[src/rtl/logic_reduce_unit.sv]
// logic_reduce_unit: folds a framed stream of WIDTH-bit words into one result
// using a per-frame bitwise operator (AND, OR, XOR, NAND).
//
// Ports:
//   clk, rst          rising-edge clock, asynchronous active-high reset
//   op                operator (00 AND, 01 OR, 10 XOR, 11 NAND), taken on first beat
//   in_data/in_valid/in_last/in_ready   word input stream with framing
//   out_data/out_count/out_overflow     folded result, word count, truncation flag
//   out_valid/out_ready                 result handshake
module logic_reduce_unit #(
  parameter int unsigned WIDTH   = 8,
  parameter int unsigned MAX_LEN = 16,
  localparam int unsigned CW     = $clog2(MAX_LEN + 1)
) (
  input  logic             clk,
  input  logic             rst,
  input  logic [1:0]       op,
  input  logic [WIDTH-1:0] in_data,
  input  logic             in_valid,
  input  logic             in_last,
  output logic             in_ready,
  output logic [WIDTH-1:0] out_data,
  output logic [CW-1:0]    out_count,
  output logic             out_overflow,
  output logic             out_valid,
  input  logic             out_ready
);

  localparam logic [1:0] OP_AND  = 2'b00;
  localparam logic [1:0] OP_OR   = 2'b01;
  localparam logic [1:0] OP_XOR  = 2'b10;
  localparam logic [1:0] OP_NAND = 2'b11;

  typedef enum logic [1:0] {IDLE, ACCUM, HOLD, DRAIN} state_t;

  state_t           state_q, state_d;
  logic [WIDTH-1:0] acc_q, acc_d;
  logic [CW-1:0]    cnt_q, cnt_d;
  logic             ovf_q, ovf_d;
  logic [1:0]       op_q, op_d;
  logic [WIDTH-1:0] out_data_d;
  logic [CW-1:0]    out_count_d;
  logic             out_overflow_d;
  logic             out_valid_d;

  logic             beat;
  logic [WIDTH-1:0] acc_new;
  logic [CW-1:0]    cnt_inc;

  // NAND folds as AND; the inversion is applied only when the result is presented.
  function automatic logic [WIDTH-1:0] fold(input logic [1:0] f_op,
                                            input logic [WIDTH-1:0] a,
                                            input logic [WIDTH-1:0] b);
    case (f_op)
      OP_OR:   fold = a | b;
      OP_XOR:  fold = a ^ b;
      default: fold = a & b;
    endcase
  endfunction

  // Ready is a pure decode of state (forced low during reset), independent of out_ready.
  assign in_ready = !rst && (state_q != HOLD);
  assign beat     = in_valid && in_ready;
  assign acc_new  = fold(op_q, acc_q, in_data);
  assign cnt_inc  = cnt_q + CW'(1);

  // State and datapath registers.
  always_ff @(posedge clk or posedge rst) begin
    if (rst) begin
      state_q      <= IDLE;
      acc_q        <= '0;
      cnt_q        <= '0;
      ovf_q        <= 1'b0;
      op_q         <= OP_AND;
      out_data     <= '0;
      out_count    <= '0;
      out_overflow <= 1'b0;
      out_valid    <= 1'b0;
    end else begin
      state_q      <= state_d;
      acc_q        <= acc_d;
      cnt_q        <= cnt_d;
      ovf_q        <= ovf_d;
      op_q         <= op_d;
      out_data     <= out_data_d;
      out_count    <= out_count_d;
      out_overflow <= out_overflow_d;
      out_valid    <= out_valid_d;
    end
  end

  // Next-state and next-output logic.
  always_comb begin
    state_d        = state_q;
    acc_d          = acc_q;
    cnt_d          = cnt_q;
    ovf_d          = ovf_q;
    op_d           = op_q;
    out_data_d     = out_data;
    out_count_d    = out_count;
    out_overflow_d = out_overflow;
    out_valid_d    = out_valid;

    case (state_q)
      IDLE: begin
        if (beat) begin
          op_d  = op;
          acc_d = in_data;
          cnt_d = CW'(1);
          ovf_d = 1'b0;
          if (in_last) begin
            state_d        = HOLD;
            out_valid_d    = 1'b1;
            out_data_d     = (op == OP_NAND) ? ~in_data : in_data;
            out_count_d    = CW'(1);
            out_overflow_d = 1'b0;
          end else begin
            state_d = ACCUM;
          end
        end
      end

      ACCUM: begin
        if (beat) begin
          acc_d = acc_new;
          cnt_d = cnt_inc;
          // A last word landing exactly on MAX_LEN is a complete frame, not an overflow.
          if (in_last || (cnt_inc == CW'(MAX_LEN))) begin
            state_d        = HOLD;
            ovf_d          = !in_last;
            out_valid_d    = 1'b1;
            out_data_d     = (op_q == OP_NAND) ? ~acc_new : acc_new;
            out_count_d    = cnt_inc;
            out_overflow_d = !in_last;
          end
        end
      end

      HOLD: begin
        if (out_ready) begin
          out_valid_d = 1'b0;
          state_d     = ovf_q ? DRAIN : IDLE;
        end
      end

      DRAIN: begin
        if (beat && in_last) begin
          state_d = IDLE;
        end
      end

      default: state_d = IDLE;
    endcase
  end

endmodule
[config.mk]
export PLATFORM = sky130hd
export DESIGN_NAME = logic_reduce_unit
export DESIGN_NICKNAME = d
export VERILOG_FILES = /design/src/rtl/logic_reduce_unit.sv
export SDC_FILE = /design/constraint.sdc
export NUM_CORES = 1
export LEC_CHECK = 0
export CAP_MARGIN = 25
export CELL_PAD_IN_SITES_DETAIL_PLACEMENT = 0
export CELL_PAD_IN_SITES_GLOBAL_PLACEMENT = 1
export CORE_MARGIN = 8
export CORE_UTILIZATION = 44
export CTS_BUF_LIST = sky130_fd_sc_hd__clkbuf_2
export DETAILED_ROUTE_END_ITERATION = 8
export HOLD_SLACK_MARGIN = 0.06
export PLACE_DENSITY = 0.81
export SYNTH_ARGS = -nofsm -noshare
export SYNTH_HDL_FRONTEND = slang
export SYNTH_SLANG_ARGS = --single-unit
[constraint.sdc]
create_clock -name clk -period 2.1 [get_ports clk]
set_input_delay 0.525 -clock clk [delete_from_list [all_inputs] [get_ports clk]]
set_output_delay 0.525 -clock clk [all_outputs]
set_load 0.01 [all_outputs]
== Word level (Yosys, flattened, before mapping) ==
Cells that the tools add are included.

* Flip-flop bits (word level): 33
* Output and inout port bits: 16

* Add/subtract/negate cells: 1
* Equal/unequal tests: 15
* Muxes and demuxes: 40
* Bitwise operators: 5
* Reduce and logical (&&, ||, !) cells: 15

{| class="wikitable"
|+ Operators by type and width
! cell !! number
|-
| 2-to-1 mux 8 bit || 8
|-
| one-hot mux 8 bit (2 select lines) || 3
|-
| 2-to-1 mux 5 bit || 6
|-
| one-hot mux 5 bit (2 select lines) || 2
|-
| NOT 8 bit || 2
|-
| 2-to-1 mux 2 bit || 7
|-
| inequality test 2 bit (second input constant) || 7
|-
| equality test 2 bit (second input constant) || 5
|-
| 2-to-1 mux 1 bit || 10
|-
| AND reduction 5 bit || 2
|-
| bitwise AND 8 bit || 1
|-
| OR 8 bit || 1
|-
| one-hot mux 2 bit (4 select lines) || 1
|-
| XOR 8 bit || 1
|-
| AND reduction 6 bit || 1
|-
| adder 5 x 1 -> 5 bit (second input constant) || 1
|-
| equality test 5 bit (second input constant) || 1
|-
| equality test 2 x 1 -> 1 bit (second input constant) || 2
|-
| one-hot mux 1 bit (2 select lines) || 2
|-
| AND reduction 4 bit || 1
|-
| logical AND 1 bit || 3
|-
| one-hot mux 1 bit (3 select lines) || 1
|-
| AND reduction 3 bit || 1
|-
| nonzero test 3 bit || 1
|-
| 5 further kinds || 6
|}

== Depth between registers and ports, before layout ==
* Word-level depth: 7
* Depth in mapped cells: 8

== Least setup slack after synthesis ==
OpenSTA, ideal clock, no wires.

* Path type: register to register
* Start point: register op_q[0]
* End point: register out_data[0]
* Setup time: 0.125 ns
* Arrival time: 1.756 ns
* Setup slack: 0.218 ns
* Stages on the path, launching flop included: 8
* Path buffers: 1
* Clock period less this slack: 1.882 ns
* Cell sequence: dfrtp_1 -> inv_1 -> ha_1 -> clkbuf_1 -> o31ai_1 -> xor2_1 -> a21oi_1 -> mux2_4

* Longest elaborated chain between the ends: 7
* Elaborated cells between the ends (all ways): 9
* Classes of those cells: 3 x eq/ne; 5 x mux; 1 x bitwise

{| class="wikitable"
|+ Ends and longest elaborated chain
! what !! RTL line !! text
|-
| from (decl) || 40 || <nowiki>logic [1:0] op_q, op_d;</nowiki>
|-
| from (signal assigned) || 84 || <nowiki>op_q <= op_d;</nowiki>
|-
| equality test 2 bit / equality test 2 x 1 -> 1 bit (equally long branches) || 54 || <nowiki>case (f_op)</nowiki>
|-
| one-hot mux 8 bit (2 select lines) || 54 ||
|-
| NOT 8 bit || 132 || <nowiki>out_data_d = (op_q == OP_NAND) ? ~acc_new : acc_new;</nowiki>
|-
| 2-to-1 mux 8 bit * || 132 ||
|-
| 2-to-1 mux 8 bit * || 128 || <nowiki>if (in_last || (cnt_inc == CW'(MAX_LEN))) begin</nowiki>
|-
| 2-to-1 mux 8 bit * || 124 || <nowiki>if (beat) begin</nowiki>
|-
| one-hot mux 8 bit (2 select lines) * || 104 || <nowiki>case (state_q)</nowiki>
|-
| to (signal assigned) || 85 || <nowiki>out_data <= out_data_d;</nowiki>
|-
| to (decl) || 22 || <nowiki>output logic [WIDTH-1:0] out_data,</nowiki>
|}

Every way passes the cells marked *; elsewhere a longest branch is shown, timed or not. The select of a mux whose other input is x is not followed.
A chain may end at the register's enable or synchronous reset.

== Final worst setup path ==
* Start point: input in_data[1]
* End point: register out_data[1]

* Longest elaborated chain between the ends: 7
* Elaborated cells between the ends (all ways): 13
* Classes of those cells: 8 x mux; 5 x bitwise

{| class="wikitable"
|+ Ends and longest elaborated chain
! what !! RTL line !! text
|-
| from (decl) || 18 || <nowiki>input logic [WIDTH-1:0] in_data,</nowiki>
|-
| bitwise AND 8 bit, or another cell as far along || 57 || <nowiki>default: fold = a & b;</nowiki>
|-
| one-hot mux 8 bit (2 select lines) || 54 ||
|-
| NOT 8 bit || 132 ||
|-
| 2-to-1 mux 8 bit || 132 ||
|-
| 2-to-1 mux 8 bit || 128 ||
|-
| 2-to-1 mux 8 bit || 124 ||
|-
| one-hot mux 8 bit (2 select lines) * || 104 ||
|}

Marks and branches as above.

==> key figures <==
Timing
  – Slew HR: 64.23%
  – RSZ-0062 raised after global routing: no
  – Skew final: 0.03097 ns
  – Min Tclk post-route: 2.033 ns
  – Final Hold Fails: 0
  – Worst-margin pin slew: 0.5365 ns
  – Tcrit/Tclk final: 96.82%
  – Fmax: 0.4918 GHz
  – Final setup viols: 0
  – Setup_tns: 0 ns
  – Slew Viols, Final: 0

Logic synthesis
  – Async set or reset register ratio after synthesis: 100.0%
  – Mapped Area: 0.002375 sq mm
  – Simple-Gate Fraction of Synth Area: 16.65%
  – Multiplexer share of the synthesized area: 11.33%
  – Ys Warns: 0
  – Compound-cell area share of the yosys netlist: 12.12%
  – Count of cell types in the netlist: 40
  – Synth Area in Adders: 10.54%
  – Syn nets: 290
  – Sequential-to-total area share from yosys stat: 34.77%
  – Post-synth EDFFs: 0
  – Number of synthesized register bits: 33
  – Most common flop cell mapped by yosys: dfrtp_1
  – Post-Synth XOR/XNOR Area: 7.007%
  – Mapped Cells: 255
  – Largest family of logic cells by synthesized area: simple AND/OR/NAND/NOR gates
  – Synthesized area per cell: 9.313 sq um

Floorplanning
  – Die Ht: 89.47 microns
  – Number of cell rows: 26
  – Die area: 0.008004 sq mm
  – Core area: 0.005172 sq mm
  – IO Pins: 31
  – Initial Utilization: 45.91%
  – Die W: 89.47 microns

Setup path
  – Worst R2R Setup Slack: 0.14 ns
  – Path depth of the worst reg2reg path: 7
  – CP endpoint kind: flop
  – Worst r2r dst: out_data[6]
  – Worst endpoint required time: 2.42 ns
  – Startpoint class of the critical path: input pin
  – Critical path class: in2reg
  – Reg2reg start: op_q[0]
  – CP Max Fanout: 2
  – Critical path arrival: 2.35 ns

Clock tree
  – Sink Count: 33
  – Max clock buf depth: 2
  – Htree depth: 2
  – CTS Buf Count: 5
  – Root buffer cell: clkbuf_2
  – Setup bufs post-CTS: 0
  – Clk_lat worst skew: 0.40 ns
  – Clock transition at path regs: 0.20 ns
  – CTS tree: yes

Power and ir drop
  – Worst IR drop on VDD: 0.5464 mV
  – Pleak: 0.001382 uW
  – Power per cell area: 1271 mW/mm^2

Drt
  – Remaining DRCs: 0
  – Final ANT Viol Nets: 0
  – Vias per cell: 4.908
  – Drt first pass iters: 4
  – Initial DRC Count: 106
  – DRT Wirelength: 5.068 mm
  – Avg WL per Cell: 13.66 microns
  – Via count: 1,821

Final layout
  – Utilization after layout: 56.05%
  – # fillers: 484
  – Antenna cells: 0
  – Final nets: 335
  – Layout cell share with drive strength beyond 1: 17.61%
  – Synthesis-to-finish area growth: 22.08%

Job
  – Max-cap violations: 0

GRT
  – GRT overflow: 0
  – Vias in the first global route: 1,797
  – Initial antenna violation count: 0
  – Tot GR Track Use: 13.88%
  – Global-route wire length before repair: 8.590 mm
  – Largest net degree at the start of global routing: 34

Hold path
  – Hold path endpoint: out_count[2]
  – Hold path start: out_count[2]
  – Hold Crit Class: reg2reg
  – Hold Crit Depth: 1

Place
  – GPL Wtd Cong: 0.8088
  – Dpl hpwl: 3.591 mm
  – Port bufs: 30

Run status
  – Status: finished, final reports clean
registers in the layout (all words and copies together), names as in the netlist:
signal	flops
acc_q	8
out_data	8
cnt_q	5
out_count	5
op_q	2
state_q	2
out_overflow	1
out_valid	1
ovf_q	1
synthesized netlist by cell type, types with 2 or more instances:
master    instances  area share [%]
o31ai_1           3            0.95
nor2b_1           8             2.1
nand2b_1          9             2.4
xnor2_1          15             5.5
buf_2             2            0.42
dfrtp_1          33              35
buf_6             3             1.4
mux2_4            8             5.1
mux2i_1           7             3.0
a21oi_1          22             4.6
nor2_1           17             2.7
a31oi_1           2            0.53
ha_1             20              11
clkbuf_1          7             1.1
nand3_1           3            0.63
mux2_2            7             3.3
and3_1            2            0.53
xor2_1            4             1.5
nand4b_1          2            0.74
and2_1            2            0.53
o21ai_0          16             3.4
nand2_1          22             3.5
inv_1            23             3.6
a21boi_0          2            0.63
kinds of logic (layout without fill, tap and decap cells):
kind of cell / Yosys count / in the layout
AO/OA/AOI/OAI: 49 / 49
XOR/XNOR: 19 / 19
adder cells (fa/ha/maj): 20 / 20
buffers and inverters: 37 / 83
flip-flops: 33 / 33
multiplexers: 22 / 22
AND/OR/NAND/NOR: 75 / 75
report_power, final:
part           switching (uW)  total [uW]  internal [uW]  leakage (uW)
clock network             230         433            203     0.0000406
registers                 187        1060            876      0.000414
logic                    1060        2190           1130      0.000928
total                    1480        3680           2210       0.00138
per-layer routing:
metal	global-route usage (%)	share of wire (%)	vias to the layer above
met5	0	0	-
met3	3.952	5.0	5
li1	-	-	927
met4	3.927	1.0	0
met1	17.46	48	851
met2	22.49	46	38
worst max path at each step:
stage	end	from	depth (start not counted)	slack, ns
floorplan	out_data[0]	op_q[0]	7	0.22
global placement	out_data[0]	in_data[0]	8	-0.29
detailed placement	out_data[1]	in_data[1]	8	-0.36
CTS	out_data[6]	op_q[0]	7	0.03
global route	out_data[1]	in_data[1]	8	0.0006
finish	out_data[1]	in_data[1]	8	0.07
cell type report:
cell class	count	area, sq um	area share [%]
multi-input cells	185	1371	47.30
clock buffers	6	30.03	1.036
flip-flops and latches	33	825.8	28.49
inverters	23	86.33	2.978
well taps	70	87.58	3.021
clock inverters	2	33.78	1.165
repair buffers	52	464.2	16.01
through the flow:
stage	setup slack (ns)	area, sq um	total power, uW	instances	hold slack (ns)
CTS	0.03343	2897	3706	371	0.5290
detailed placement	-0.3584	2834	3267	363	0.4938
finish	0.06682	2899	3684	371	0.5240
floorplan	0.2185	2375	2565	255	0.4753
global placement	-0.2905	2834	3228	363	0.4898
global route	0.0005513	2899	4023	371	0.5510
worst max-delay path: stages:
cell,delay (ns)
clkdlybuf4s50_1,0.48
inv_1,0.06
ha_1,0.27
and2_1,0.15
o31ai_1,0.32
xor2_1,0.19
a21oi_1,0.08
mux2_4,0.27
placed cells by master, fill, tap and decap left out, types with 2 or more instances in the layout:
cell             count
nor2_1              17
ha_1                19
buf_4               22
xnor2_1             15
clkbuf_2             6
nand2_1             22
and2_1               2
a21oi_1             22
mux2i_1              7
nor2b_1              8
o21ai_0             16
nand2b_1             9
nand4b_1             2
nand3_1              3
and3_1               2
dfrtp_1             33
a31oi_1              2
a21boi_0             2
clkdlybuf4s50_1     29
mux2_2               7
xor2_1               4
mux2_4               8
inv_1               23
o31ai_1              3
what timing repair did:
item	4_1_cts	5_1_grt
setup endpoints to repair	1	7
endpoints found under the hold margin	0	0
gates resized for setup	1	1
hold buffers	0	0
No activity file was read; power rests on OpenSTA's default activity.
